[config.mk]
export PLATFORM = sky130hd
export DESIGN_NAME = wb_burst_master
export DESIGN_NICKNAME = d
export VERILOG_FILES = /design/src/rtl/wb_burst_master.sv
export SDC_FILE = /design/constraint.sdc
export NUM_CORES = 1
export LEC_CHECK = 0
export CAP_MARGIN = 0
export CORE_MARGIN = 2
export CORE_UTILIZATION = 42
export DETAILED_ROUTE_END_ITERATION = 10
export PLACE_DENSITY = 0.85
export SLEW_MARGIN = 10
export SYNTH_ARGS = -nofsm -noshare
export SYNTH_HDL_FRONTEND = slang
export SYNTH_SLANG_ARGS = --single-unit
[constraint.sdc]
create_clock -name wb_clk_i -period 6.7 [get_ports wb_clk_i]
set_clock_uncertainty 0.05 [all_clocks]
set_input_delay 1.34 -clock wb_clk_i [delete_from_list [all_inputs] [get_ports wb_clk_i]]
set_output_delay 1.34 -clock wb_clk_i [all_outputs]
set_load 0.02 [all_outputs]
[src/rtl/wb_burst_master.sv]
`default_nettype none
// ============================================================================
// Module   : wb_burst_master
// Brief    : Wishbone B3 initiator turning one command into one classic or
//            incrementing-linear burst cycle, with write/read data streams.
// Revision : 1.0 - initial release
// ============================================================================

module wb_burst_master #(
    parameter int DW            = 32,
    parameter int AW            = 32,
    parameter int MAX_BURST_LEN = 16,
    parameter int LW            = 5
) (
    input  logic          wb_clk_i,
    input  logic          wb_rst_i,

    input  logic          cmd_valid_i,
    output logic          cmd_ready_o,
    input  logic          cmd_we_i,
    input  logic [AW-1:0] cmd_adr_i,
    input  logic [LW-1:0] cmd_len_i,

    input  logic [DW-1:0] wdat_i,
    input  logic          wdat_valid_i,
    output logic          wdat_ready_o,

    output logic [DW-1:0] rdat_o,
    output logic          rdat_valid_o,

    output logic          done_o,
    output logic          err_o,

    output logic [AW-1:0] wb_adr_o,
    output logic [DW-1:0] wb_dat_o,
    output logic [3:0]    wb_sel_o,
    output logic          wb_we_o,
    output logic [1:0]    wb_bte_o,
    output logic [2:0]    wb_cti_o,
    output logic          wb_cyc_o,
    output logic          wb_stb_o,
    input  logic          wb_ack_i,
    input  logic          wb_err_i,
    input  logic [DW-1:0] wb_dat_i
);

    localparam logic [1:0]    c_st_idle  = 2'd0;
    localparam logic [1:0]    c_st_burst = 2'd1;
    localparam logic [1:0]    c_st_fin   = 2'd2;

    localparam logic [AW-1:0] c_step    = AW'(DW / 8);
    localparam logic [AW-1:0] c_align   = ~(AW'(DW / 8 - 1));
    localparam logic [LW-1:0] c_max_len = LW'(MAX_BURST_LEN);

    logic [1:0]    r_state;
    logic [1:0]    w_next_state;
    logic          r_we;
    logic          r_single;
    logic          r_err;
    logic [AW-1:0] r_adr;
    logic [LW-1:0] r_rem;
    logic [DW-1:0] r_rdat;
    logic          r_rdat_valid;

    logic          w_cyc;
    logic          w_stb;
    logic          w_ack;
    logic          w_err;
    logic          w_last;
    logic          w_len_zero;
    logic          w_len_big;

    assign w_cyc      = (r_state == c_st_burst);
    // A write beat is only strobed once its data is present; otherwise wait states.
    assign w_stb      = w_cyc & (~r_we | wdat_valid_i);
    assign w_err      = w_stb & wb_err_i;
    assign w_ack      = w_stb & wb_ack_i & ~wb_err_i;
    assign w_last     = (r_rem == LW'(1));
    assign w_len_zero = (cmd_len_i == '0);
    assign w_len_big  = (cmd_len_i > c_max_len);

    always_ff @(posedge wb_clk_i) begin
        if (wb_rst_i) begin
            r_state <= c_st_idle;
        end else begin
            r_state <= w_next_state;
        end
    end

    always_comb begin
        w_next_state = r_state;
        case (r_state)
            c_st_idle: begin
                if (cmd_valid_i) begin
                    w_next_state = (w_len_zero | w_len_big) ? c_st_fin : c_st_burst;
                end
            end
            c_st_burst: begin
                if (w_err || (w_ack && w_last)) begin
                    w_next_state = c_st_fin;
                end
            end
            c_st_fin: w_next_state = c_st_idle;
            default:  w_next_state = c_st_idle;
        endcase
    end

    always_comb begin
        cmd_ready_o  = (r_state == c_st_idle);
        done_o       = (r_state == c_st_fin);
        err_o        = (r_state == c_st_fin) & r_err;
        wb_cyc_o     = w_cyc;
        wb_stb_o     = w_stb;
        wb_we_o      = w_cyc & r_we;
        wdat_ready_o = w_cyc & r_we & w_ack;
        wb_cti_o     = 3'b000;
        if (w_cyc && !r_single) begin
            wb_cti_o = w_last ? 3'b111 : 3'b010;
        end
    end

    always_ff @(posedge wb_clk_i) begin
        if (wb_rst_i) begin
            r_we         <= 1'b0;
            r_single     <= 1'b0;
            r_err        <= 1'b0;
            r_adr        <= '0;
            r_rem        <= '0;
            r_rdat       <= '0;
            r_rdat_valid <= 1'b0;
        end else begin
            r_rdat_valid <= w_ack & ~r_we;
            if (w_ack && !r_we) begin
                r_rdat <= wb_dat_i;
            end
            case (r_state)
                c_st_idle: begin
                    if (cmd_valid_i) begin
                        r_err <= w_len_big;
                        if (!w_len_zero && !w_len_big) begin
                            r_we     <= cmd_we_i;
                            r_adr    <= cmd_adr_i & c_align;
                            r_rem    <= cmd_len_i;
                            r_single <= (cmd_len_i == LW'(1));
                        end
                    end
                end
                c_st_burst: begin
                    // An errored beat is not counted; the rest of the burst is dropped.
                    if (w_err) begin
                        r_err <= 1'b1;
                    end else if (w_ack) begin
                        r_adr <= r_adr + c_step;
                        r_rem <= r_rem - LW'(1);
                    end
                end
                default: ;
            endcase
        end
    end

    assign rdat_o       = r_rdat;
    assign rdat_valid_o = r_rdat_valid;
    assign wb_adr_o     = r_adr;
    assign wb_dat_o     = wdat_i;
    assign wb_sel_o     = 4'hf;
    assign wb_bte_o     = 2'b00;

endmodule

`default_nettype wire

==> results of run 1 <==
metrics by stage:
step	util	instances	power [uW]
after floorplan	-	528	627
after global placement	0.561	712	700
after detailed placement	0.561	712	706
after CTS	0.581	728	1030
after global routing	0.582	728	1070
final	0.582	728	1020
cell type report:
class                           instances  area (um2)
Inverter                               10        37.5
Fill cell                             827        3830
Tap cell                              111         139
Clock buffer                           12         155
Timing Repair Buffer                  150        1490
Multi-Input combinational cell        368        2020
Clock inverter                          4        27.5
Sequential cell                        73        1460
per-layer routing:
| layer | vias up | GRT usage | share of wire |
|---|---|---|---|
| li1 | 1960 | - | - |
| met1 | 1907 | 0.267 | 0.38 |
| met2 | 234 | 0.373 | 0.48 |
| met3 | 30 | 0.0846 | 0.11 |
| met4 | 0 | 0.109 | 0.026 |
| met5 | - | 0 | 0 |
kinds of logic (layout without fill, tap and decap cells):
logic type | after synthesis | in the layout | synth area share
and+or+nand+nor | 210 | 210 | 0.253
AOI/OAI and AO/OA | 142 | 142 | 0.225
other | 2 | 8 | 0.00192
xor gates and xnor gates | 1 | 1 | 0.00224
muxes | 3 | 3 | 0.00799
buffers and inverters | 87 | 176 | 0.124
adders and majority gates | 4 | 4 | 0.0128
DFF | 73 | 73 | 0.373
power breakdown:
part           internal [uW]  leakage [uW]  switching [uW]  total [uW]
Sequential               455      0.000594            25.0         480
Clock                    155     0.0000963             164         319
Combinational            107       0.00115             111         218
cells in the final DEF, fill, tap and decap left out, types with 6 or more instances in the layout:
master             n
and2_1             6
clkdlybuf4s50_1  145
nand2b_1           6
inv_1             10
clkbuf_8          11
dfxtp_1           73
nand3_1           11
and3_1             9
nand2_1          100
conb_1             8
o21ai_0           26
nand4_1            7
a211oi_1           9
a31oi_1            8
nor3_1            11
nor2_1            34
a21oi_1           58
cell usage after synthesis, types with 2 or more instances:
cell type    n  share of area
nand2_1    100          0.096
dfxtp_1     73           0.37
a21oi_1     59          0.075
buf_4       41          0.079
nor2_1      35          0.034
clkbuf_1    33          0.032
o21ai_0     26          0.033
nand3_1     11          0.014
nor3_1      11          0.014
inv_1       10         0.0096
a211oi_1     9          0.017
and3_1       9          0.014
a31oi_1      8          0.013
nand2b_1     8          0.013
nand4_1      7          0.011
and2_1       6         0.0096
a21o_1       5         0.0096
a22oi_1      5         0.0096
a311oi_1     5          0.011
a32o_1       4          0.010
ha_1         4          0.013
o31ai_1      4         0.0077
a41o_1       3         0.0077
buf_2        3         0.0038
nor4_1       3         0.0048
or3_1        3         0.0048
or4_1        3         0.0058
a2bb2oi_1    2         0.0045
conb_1       2         0.0019
mux2i_1      2         0.0051
nand4bb_1    2         0.0058
nor2b_1      2         0.0032
nor4bb_1     2         0.0051
o41ai_1      2         0.0045
or2_1        2         0.0032
worst max-delay path, delay by kind of cell:
kind / cells / cell delay, ps
buf+inv: 2 / 1130
simple gates: 2 / 950
state kept, by name, summed over array words and instances (netlist names):
register and flops:
r_err 1, r_rem 5, r_single 1, r_state 2, r_we 1, rdat_o 32, rdat_valid_o 1, wb_adr_o 30
how the worst min path moves through the flow:
| stage | slack, ps | end | cells after the start | start |
|---|---|---|---|---|
| 2_1_floorplan | 400 | r_single | 2 | r_single |
| 3_3_place_gp | 390 | rdat_o[10] | 2 | rdat_o[10] |
| 3_5_place_dp | 400 | rdat_o[22] | 2 | rdat_o[22] |
| 4_1_cts | 410 | rdat_o[20] | 2 | rdat_o[20] |
| 5_1_grt | 430 | rdat_o[6] | 2 | rdat_o[6] |
| 6_report | 400 | rdat_o[22] | 2 | rdat_o[22] |
==> results.yml, run 1 <==
setup_path:
  startpoint_type: "input pin"
  reg2reg_slack_ps: 3760
  cp.required_ps: 5310
  endpoint_kind: "output pin"
  endpoint: "wdat_ready_o"
  cp_max_fo: 4
  critical-path-slowest-cell: "nor4bb_1"
  crit_type: "in2out"
  ff2ff_path_depth: 6
  cpMostUsedCell: "clkdlybuf4s50_1"
  crit_start: "wb_ack_i"
  r2r_start: "r_state[1]"
  rr_endpoint: "wb_adr_o[31]"
  worstPathCellList: "clkdlybuf4s50_1 -> nor4bb_1 -> and3_1 -> clkdlybuf4s50_1"
  arrival_ps: 3430
  max_stage_delay_ps: 700
layout:
  drive_gt1_frac: 0.0502
  area_growth_pct: 36.0
  fin_area_mm2: 0.00532
  antennaDiodeCount: 0
  fin_nets: 724
timing:
  whs_ps: 404
  setup_viol: 0
  setup_tns_ps: 0
  rsz0062_at_grt: "no"
  worst_pin_slew_ps: 1060
  fin_crit_sh: 0.719
  maxSlewViolCount: 0
  fmax_mhz: 207
  setup_ws_ps: 1880
  hold_violations: 0
  slew_headroom: 0.296
  period_minus_slack_ps: 4820
pwr:
  ir_drop_uv: 131
  power.leakage_uw: 0.00184
  power_density_mw_per_mm2: 191
die:
  start_util: 0.428
  die_area_mm2: 0.0101
  fp.dieW_um: 101
  die_y_um: 101
  ios: 221
  core_mm2: 0.00915
  rows: 35
placement:
  port-buffer-count: 146
  pre_cts_ws_ps: 1990
  post-dp-hpwl_mm: 8.43
  placed_cell_area_mm2: 0.00513
  place.gp.congestion: 0.853
clock_tree:
  clk_path_buf_depth: 2
  htree_levels: 3
  clk_root_buffer_cell: "clkbuf_8"
  hold_buffers: 0
  cts.sinks: 73
  post_cts_resized: 0
  post-cts-setup-buffers: 0
  clock_latency_ps: 340
  tritoncts: "done"
  cts_made_buffers: 9
  cts.reportedPaths.clkPinSlew_ps: 80
logic_synthesis:
  synthesis.area_mm2: 0.00391
  synthDistinctLibCells: 53
  synth_edf_count: 0
  synth_seq_cells: 73
  syn_area_per_cell_um2: 7.50
  yosysWarnings: 0
  synthCells: 522
  ys.flop_type: "dfxtp_1"
  seq_area_frac_synth: 0.373
  async_flop_share: 0
flow_run:
  drv_cap: 0
global_route:
  grt_pass1_wl_mm: 18.8
  grt_usage: 0.229
  grt_pass1_vias: 4016
  grt_max_degree: 57
  antenna_found_initial: 0
  overflow: 0
detailed_routing:
  vias: 4131
  route.detailed.drc: 0
  ant_nets: 0
  first_pass_iters: 5
  drtIter0Drc: 221
  vias_per_cell: 5.67
  drt-wirelength-per-cell_um: 16.2
  wirelength_mm: 11.8
status:
  status: "finished clean"
worst_hold_path:
  hold_path.class: "reg2reg"
Power figures use the tool's default switching activity.
==> run 2, diff against run 1 <==
- CORE_UTILIZATION: 42 -> 35
- PLACE_DENSITY: 0.85 -> 0.75
- clock period: 6.7 -> 4.1 ns (I/O delays scaled with it)
==> run 2 against run 1 <==
Compared with the run above:
- combinational power increased by 65%
- non-clock buffer count is 6 higher
- count of clock-buffer cells in the layout shrank 3
- cell count grew 4.8%
- core utilization fell by 8.0 points
- critical path type unchanged
- highest routed layer unchanged
==> results.yml, run 2 (same netlist as run 1, synthesis figures left out) <==
clock_tree:
  cts.sinks: 73
  tritoncts: "done"
  cts_made_buffers: 9
  clk_root_buffer_cell: "clkbuf_8"
  clock_latency_ps: 340
  hold_buffers: 0
  htree_levels: 3
  post-cts-setup-buffers: 0
  post_cts_resized: 0
  cts.reportedPaths.clkPinSlew_ps: 80
  clk_path_buf_depth: 2
die:
  die_area_mm2: 0.0120
  ios: 221
  start_util: 0.359
  fp.dieW_um: 110
  rows: 38
  die_y_um: 110
  core_mm2: 0.0109
worst_hold_path:
  holdPathEnd: "rdat_o[12]"
  min_from: "rdat_o[12]"
  whs_path_depth: 2
  hold_path.class: "reg2reg"
setup_path:
  rr_endpoint: "wb_adr_o[30]"
  endpoint_kind: "output pin"
  cp.required_ps: 3230
  cp_max_fo: 4
  ff2ff_path_depth: 6
  r2r_start: "wb_adr_o[2]"
  reg2reg_slack_ps: 1510
  crit_type: "in2out"
  startpoint_type: "input pin"
  arrival_ps: 2620
global_route:
  grt_pass1_wl_mm: 19.5
  grt_max_degree: 37
  overflow: 0
  grt_usage: 0.205
  grt_pass1_vias: 3955
  antenna_found_initial: 0
timing:
  hold_violations: 0
  period_minus_slack_ps: 3490
  fin_crit_sh: 0.851
  worst_pin_slew_ps: 1010
  setup_ws_ps: 611
  setup_tns_ps: 0
  rsz0062_at_grt: "no"
  slew_headroom: 0.329
  fmax_mhz: 287
  maxSlewViolCount: 0
  setup_viol: 0
layout:
  nFillCells: 1083
  antennaDiodeCount: 0
  seqCellArea_mm2: 0.00146
  largest_reg_flops: 32
  fin_nets: 730
  layout_common_cells: "clkdlybuf4s50_1 (145), nand2_1 (100), dfxtp_1 (73)"
  mostFrequentLayoutCell: "clkdlybuf4s50_1"
  area_growth_pct: 39.5
  fin_cells: 763
  drive_gt1_frac: 0.0610
  multiInputGateArea_mm2: 0.00201
  fin_util: 0.501
pwr:
  power.leakage_uw: 0.00189
  ir_drop_uv: 158
  finalPower_uw: 1840
  power_density_mw_per_mm2: 337
placement:
  place.gp.congestion: 0.877
  pre_cts_ws_ps: 455
  placedCellCount: 747
  post-dp-hpwl_mm: 8.75
  port-buffer-count: 146
detailed_routing:
  drt-wirelength-per-cell_um: 16.3
  vias_per_cell: 5.37
  wirelength_mm: 12.4
  ant_nets: 0
  route.detailed.drc: 0
  first_pass_iters: 4
  vias: 4099
  drtIter0Drc: 171
flow_run:
  drv_cap: 0
status:
  status: "finished clean"
run 2: final cells by class:
type	count	area share
clock inverters	7	0.0218
clock buffers	9	0.0227
multi-input cells	368	0.368
flip-flops and latches	73	0.268
well taps	140	0.0321
repair buffers	156	0.280
inverters	10	0.00687
run 2: worst max path at each step:
stage	startpoint	slack, ps	endpoint	cells past startpoint
floorplan	cmd_len_i[2]	1180	wb_adr_o[25]	8
global placement	wb_ack_i	600	wdat_ready_o	4
detailed placement	cmd_len_i[2]	460	r_rem[1]	9
CTS	wb_ack_i	580	wdat_ready_o	4
global route	wb_ack_i	530	wdat_ready_o	4
finish	wb_ack_i	610	wdat_ready_o	4
run 2: report_power, final:
group | total, uW | switching (uW) | internal, uW | leakage, uW
sequential | 784 | 40.4 | 743 | 0.000594
combinational | 359 | 181 | 178 | 0.00118
clock | 696 | 292 | 404 | 0.000115
total | 1840 | 514 | 1330 | 0.00189
run 2: critical path, cell delays in order:
cell             delay [ps]
clkdlybuf4s50_1         520
nor4bb_1                400
and3_1                  260
clkdlybuf4s50_1         620
run 2: metrics by stage:
| stage | hold slack (ps) | area, um2 |
|---|---|---|
| 4_1_cts | 407 | 5460 |
| 3_5_place_dp | 397 | 5220 |
| 5_1_grt | 430 | 5460 |
| 6_report | 406 | 5460 |
| 3_3_place_gp | 391 | 5220 |
| 2_1_floorplan | 396 | 3940 |
run 2: metal layers:
layer,vias to the layer above,track usage,wire [um]
li1,1978,-,-
met1,1887,0.240,4980
met2,206,0.349,5870
met3,28,0.0771,1380
met4,0,0.0624,174
met5,-,0,0
